==> src/rtl/cr_ahb2apb_bridge.sv <==
// AHB-Lite slave to APB3 master bridge: one APB transfer per AHB transfer, all outputs registered.
// Optional ACCESS-phase timeout abort enabled by defining CR_AHB2APB_TIMEOUT_EN.
module cr_ahb2apb_bridge #(
   parameter int ADDR_W      = 32,
   parameter int DATA_W      = 32,
   parameter int TIMEOUT_CYC = 256
) (
   input  logic              clk,
   input  logic              rst_n,
   input  logic              hsel,
   input  logic [ADDR_W-1:0] haddr,
   input  logic [1:0]        htrans,
   input  logic              hwrite,
   input  logic [2:0]        hsize,
   input  logic [DATA_W-1:0] hwdata,
   input  logic              hready,
   output logic              hreadyout,
   output logic              hresp,
   output logic [DATA_W-1:0] hrdata,
   output logic [ADDR_W-1:0] paddr,
   output logic              psel,
   output logic              penable,
   output logic              pwrite,
   output logic [DATA_W-1:0] pwdata,
   input  logic [DATA_W-1:0] prdata,
   input  logic              pready,
   input  logic              pslverr
`ifdef CR_AHB2APB_TIMEOUT_EN
   ,
   output logic              timeout_seen
`endif
);

   typedef enum logic [2:0] {
      S_IDLE, S_CAPT, S_SETUP, S_ACCESS, S_ERR1, S_ERR2
   } state_t;

   localparam logic [ADDR_W-1:0] ADDR_MASK = {{(ADDR_W-2){1'b1}}, 2'b00};

   state_t state, next_state;
   logic   accept, size_ok, can_accept, to_hit;

   // Elaborates only for unsupported parameter sets, so it shows up in the hierarchy.
   if (DATA_W != 32 || TIMEOUT_CYC < 2) begin : g_unsupported_cfg
   end

   assign accept     = hsel && hready && (htrans inside {2'b10, 2'b11});
   assign size_ok    = (hsize <= 3'd2);
   assign can_accept = (state == S_IDLE) || (state == S_ERR2);

`ifdef CR_AHB2APB_TIMEOUT_EN
   localparam int CNT_W = $clog2(TIMEOUT_CYC);
   logic [CNT_W-1:0] to_cnt;

   assign to_hit = (state == S_ACCESS) && !pready && (to_cnt == CNT_W'(TIMEOUT_CYC - 1));

   // Count is zero on every ACCESS entry because it is held clear outside ACCESS.
   always_ff @(posedge clk) begin
      if (!rst_n) begin
         to_cnt       <= '0;
         timeout_seen <= 1'b0;
      end else begin
         if (state != S_ACCESS)
            to_cnt <= '0;
         else if (!pready)
            to_cnt <= to_cnt + CNT_W'(1);
         if (to_hit)
            timeout_seen <= 1'b1;
      end
   end
`else
   assign to_hit = 1'b0;
`endif

   always_ff @(posedge clk) begin
      if (!rst_n) state <= S_IDLE;
      else        state <= next_state;
   end

   always_comb begin
      next_state = state;
      case (state)
         S_IDLE, S_ERR2: begin
            if (accept) next_state = size_ok ? S_CAPT : S_ERR1;
            else        next_state = S_IDLE;
         end
         S_CAPT:   next_state = S_SETUP;
         S_SETUP:  next_state = S_ACCESS;
         S_ACCESS: begin
            if (pready)      next_state = pslverr ? S_ERR1 : S_IDLE;
            else if (to_hit) next_state = S_ERR1;
         end
         S_ERR1:   next_state = S_ERR2;
         default:  next_state = S_IDLE;
      endcase
   end

   // Outputs are registered from the next state so they line up with the state they describe.
   always_ff @(posedge clk) begin
      if (!rst_n) begin
         hreadyout <= 1'b1;
         hresp     <= 1'b0;
         hrdata    <= '0;
         paddr     <= '0;
         psel      <= 1'b0;
         penable   <= 1'b0;
         pwrite    <= 1'b0;
         pwdata    <= '0;
      end else begin
         hreadyout <= (next_state == S_IDLE) || (next_state == S_ERR2);
         hresp     <= (next_state == S_ERR1) || (next_state == S_ERR2);
         psel      <= (next_state == S_SETUP) || (next_state == S_ACCESS);
         penable   <= (next_state == S_ACCESS);
         if (can_accept && accept && size_ok) begin
            paddr  <= haddr & ADDR_MASK;
            pwrite <= hwrite;
         end
         if (state == S_CAPT)
            pwdata <= hwdata;
         if (state == S_ACCESS && pready && !pslverr && !pwrite)
            hrdata <= prdata;
      end
   end

endmodule

==> config.mk <==
export PLATFORM = sky130hd
export DESIGN_NAME = cr_ahb2apb_bridge
export DESIGN_NICKNAME = d
export VERILOG_FILES = /design/src/rtl/cr_ahb2apb_bridge.sv
export SDC_FILE = /design/constraint.sdc
export NUM_CORES = 1
export LEC_CHECK = 0
export BUFFER_PORTS_ARGS = -buffer_cell sky130_fd_sc_hd__buf_2
export CAP_MARGIN = 15
export CORE_MARGIN = 5
export CORE_UTILIZATION = 45
export CTS_CLUSTER_DIAMETER = 120
export DETAILED_ROUTE_END_ITERATION = 8
export PLACE_DENSITY = 0.9
export SLEW_MARGIN = 10
export SYNTH_ARGS = -nofsm -noshare
export SYNTH_HDL_FRONTEND = slang
export SYNTH_SLANG_ARGS = --single-unit
==> constraint.sdc <==
create_clock -name clk -period 1.8 [get_ports clk]
set_input_delay 0.36 -clock clk [delete_from_list [all_inputs] [get_ports clk]]
set_output_delay 0.36 -clock clk [all_outputs]
set_load 0.01 [all_outputs]
==> summary.md <==
| Metric | Value |
|---|---|
| Status | `finished clean` |
| I/O pins | `209` |
| Cell internal pwr | `3.04 mW` |
| Wire per inst | `around 13 um` |
| CTS Hold Bufs | `0` |
| Ant. Diodes | `0` |
| Final setup viols | `0` |
| Leakage | `between 2 and 2.5 nW` |
| DP HPWL | `7650 um` |
| Power per cell area | `786 nW/um2` |
| Post-route cell area | `5200 um2` |
| Synth Instances | `about 450` |
| Vias in the first global route | `roughly 3,700` |
| Slew Limit Fails | `0` |
| Seq pwr share | `a little under three fifths` |
| # Post-CTS Setup Buffers | `0` |
| Num Clock Sinks | `approximately 100` |
| DRT iter0 DRCs | `102` |
| Die Ht | `between 100 and 150 um` |
| Gate power share | `10.7%` |
| Worst min path class | `primary input to register` |
| Hold Vio Cnt, Final | `0` |
| CP Data Arrival Time | `1.86 ns` |
| Commonest cells after routing, fill and taps aside | `202 x buf_2, 192 x nand2_1, 102 x dfxtp_1` |
| Register area share after synthesis | `51.8%` |
| PortBufs | `203` |
| Rows | `34` |
| RSZ-0062 raised after global routing | `false` |
| Initial Util | `45.6%` |
| Crit. End Element | `register` |
| Max Cap Viol | `0` |
| Clock root buffer master | `clkbuf_8` |
| Post-route ant nets | `0` |
| Maximum vdd drop | `0.469 mV` |
| Cell Area, Synth | `3940 um2` |
| Vias per cell | `~4.8` |
| Overall power | `4.09 mW` |
| TNS Setup | `0 ns` |
| Setup crit start kind | `register` |
| Clk pwr share | `31.9%` |
| Critical path peak fanout | `31` |
| H-tree levels | `3` |
| Distinct cells, synth | `27` |
| CTS resizes | `0` |
| Pre-CTS WS | `0.236 ns` |
| DIE AREA | `10,700 um2` |
| Core area | `8640 um2` |
| Vias | `3,625` |
| Later-pin clock latency in the skew report | `0.35 ns` |
| Pin count of the biggest net entering global routing | `57` |
| Die width | `104 um` |
| CTS Buffer Depth | `2` |
| Post-DP Area | `approximately 5000 um2` |
| Inserted Clock Buffers | `9` |
| Drt drc | `0` |
| Crit path setup slack, layout | `0.216 ns` |
| Pre-Repair DR Iteration Count | `4` |
| Most common cell after layout, fill and taps aside | `buf_2` |
| Tot GR Track Use | `18.4%` |
| First-pass GRT wire length | `17,000 um` |
| Required time worst endpoint | `2.08 ns` |
| GRT overflow | `0` |
| Fmax | `631 MHz` |
| GP Congestion | `0.829` |
| Initial antenna violation count | `0` |
| Nets | `745` |
| Final wirelength | `10,000 um` |
| Area Growth Syn to Fin | `32.0%` |
| Switching power | `approximately 1.1 mW` |
| Layout cells sized above 1 | `36.1%` |
| Average size of a mapped cell | `8.79 um2` |
| Setup CP Type | `register to register` |
| WHS | `0.239 ns` |
| Final min period | `1.58 ns` |
| Clk slew on worst S/H paths | `0.11 ns` |
| Ys Warns | `0` |
| Sw Ratio | `25.7%` |
| FF+latch count, synth | `102` |
| CTS tree | `done` |
| Clk_skew | `0.0174 ns` |
| Period utilization | `88.0%` |
==> worst max-delay path, stage by stage, from the launching register on <==
cell	delay [ns]
dfxtp_1	0.56
xnor2_1	0.22
and3_2	0.25
buf_12	0.23
mux2i_1	0.24
==> cell usage after synthesis <==
| cell | count | area share, % |
|---|---|---|
| clkbuf_1 | 18 | 1.7 |
| mux2i_1 | 63 | 16 |
| nor3b_1 | 2 | 0.38 |
| clkinv_1 | 1 | 0.095 |
| a311o_1 | 1 | 0.25 |
| a21oi_1 | 34 | 4.3 |
| buf_2 | 8 | 1.0 |
| buf_6 | 6 | 1.7 |
| nor3b_2 | 1 | 0.32 |
| nand3_2 | 1 | 0.25 |
| o21ai_0 | 1 | 0.13 |
| a21boi_0 | 1 | 0.19 |
| xnor2_1 | 1 | 0.22 |
| nor4_4 | 1 | 0.54 |
| or3b_1 | 1 | 0.22 |
| buf_4 | 2 | 0.38 |
| inv_1 | 1 | 0.095 |
| o31a_1 | 2 | 0.44 |
| nand2_1 | 192 | 18 |
| dfxtp_1 | 102 | 52 |
| a31oi_1 | 1 | 0.16 |
| o21ba_2 | 1 | 0.25 |
| conb_1 | 1 | 0.095 |
| nand3_1 | 1 | 0.13 |
| and3b_1 | 1 | 0.22 |
| and4b_1 | 1 | 0.25 |
| and3_1 | 3 | 0.48 |
==> metal layers <==
metal  track usage (%)  share of wire (%)  routed length (um)  up-vias
li1                  -                  -                   -     1828
met1              20.0                 40                3970     1641
met2              32.7                 50                5020      142
met3              6.97                8.6                 866       14
met4              6.00                1.5                 153        0
met5                 0                  0                   0        -
==> power groups by stage <==
stage | clock [mW] | combinational, mW | sequential, mW
4_1_cts | 1.36 | 0.439 | 2.35
6_report | 1.30 | 0.437 | 2.35
3_5_place_dp | 0 | 0.437 | 2.40
2_1_floorplan | 0 | 0.208 | 2.42
3_3_place_gp | 0 | 0.419 | 2.40
5_1_grt | 1.47 | 0.488 | 2.35
==> final cells by class <==
class,count,area (um2)
Fill cell,754,3430
Sequential cell,102,2040
Multi-Input combinational cell,311,1710
Timing Repair Buffer,211,1130
Tap cell,108,135
Clock buffer,9,124
Clock inverter,7,53.8
Inverter,2,7.51
==> per-stage QoR <==
| stage | instances | utilization [%] |
|---|---|---|
| floorplan | 449 | - |
| global route | 750 | 60.2 |
| detailed placement | 734 | 58.2 |
| global placement | 734 | 58.2 |
| CTS | 750 | 60.2 |
| finish | 750 | 60.2 |
==> sequential cells by signal, summed over array words and instances (netlist names) <==
name	count
hrdata	32
hreadyout	1
hresp	1
paddr	30
penable	1
psel	1
pwdata	32
pwrite	1
state	3
==> path summary, 6_finish.rpt <==
path                                start        end  slack, ns  depth (start not counted)
worst max-delay path             state[2]  paddr[19]       0.22                          4
worst min-delay path            haddr[29]  paddr[29]       0.24                          3
worst max register to register   state[2]  paddr[19]       0.22                          4
worst min register to register  hrdata[8]  hrdata[8]       0.46                          2
==> logic make-up (layout without fill, tap and decap cells) <==
family,after synthesis,in the layout,synth area share [%]
AO/OA/AOI/OAI,41,41,5.75
AND/OR/NAND/NOR,204,204,21.1
flip-flops,102,102,51.8
buffers and inverters,36,229,5.02
multiplexers,63,63,16.0
XOR/XNOR,1,1,0.222
other,1,2,0.0952
Note: power is estimated with default switching activity, not from simulation.
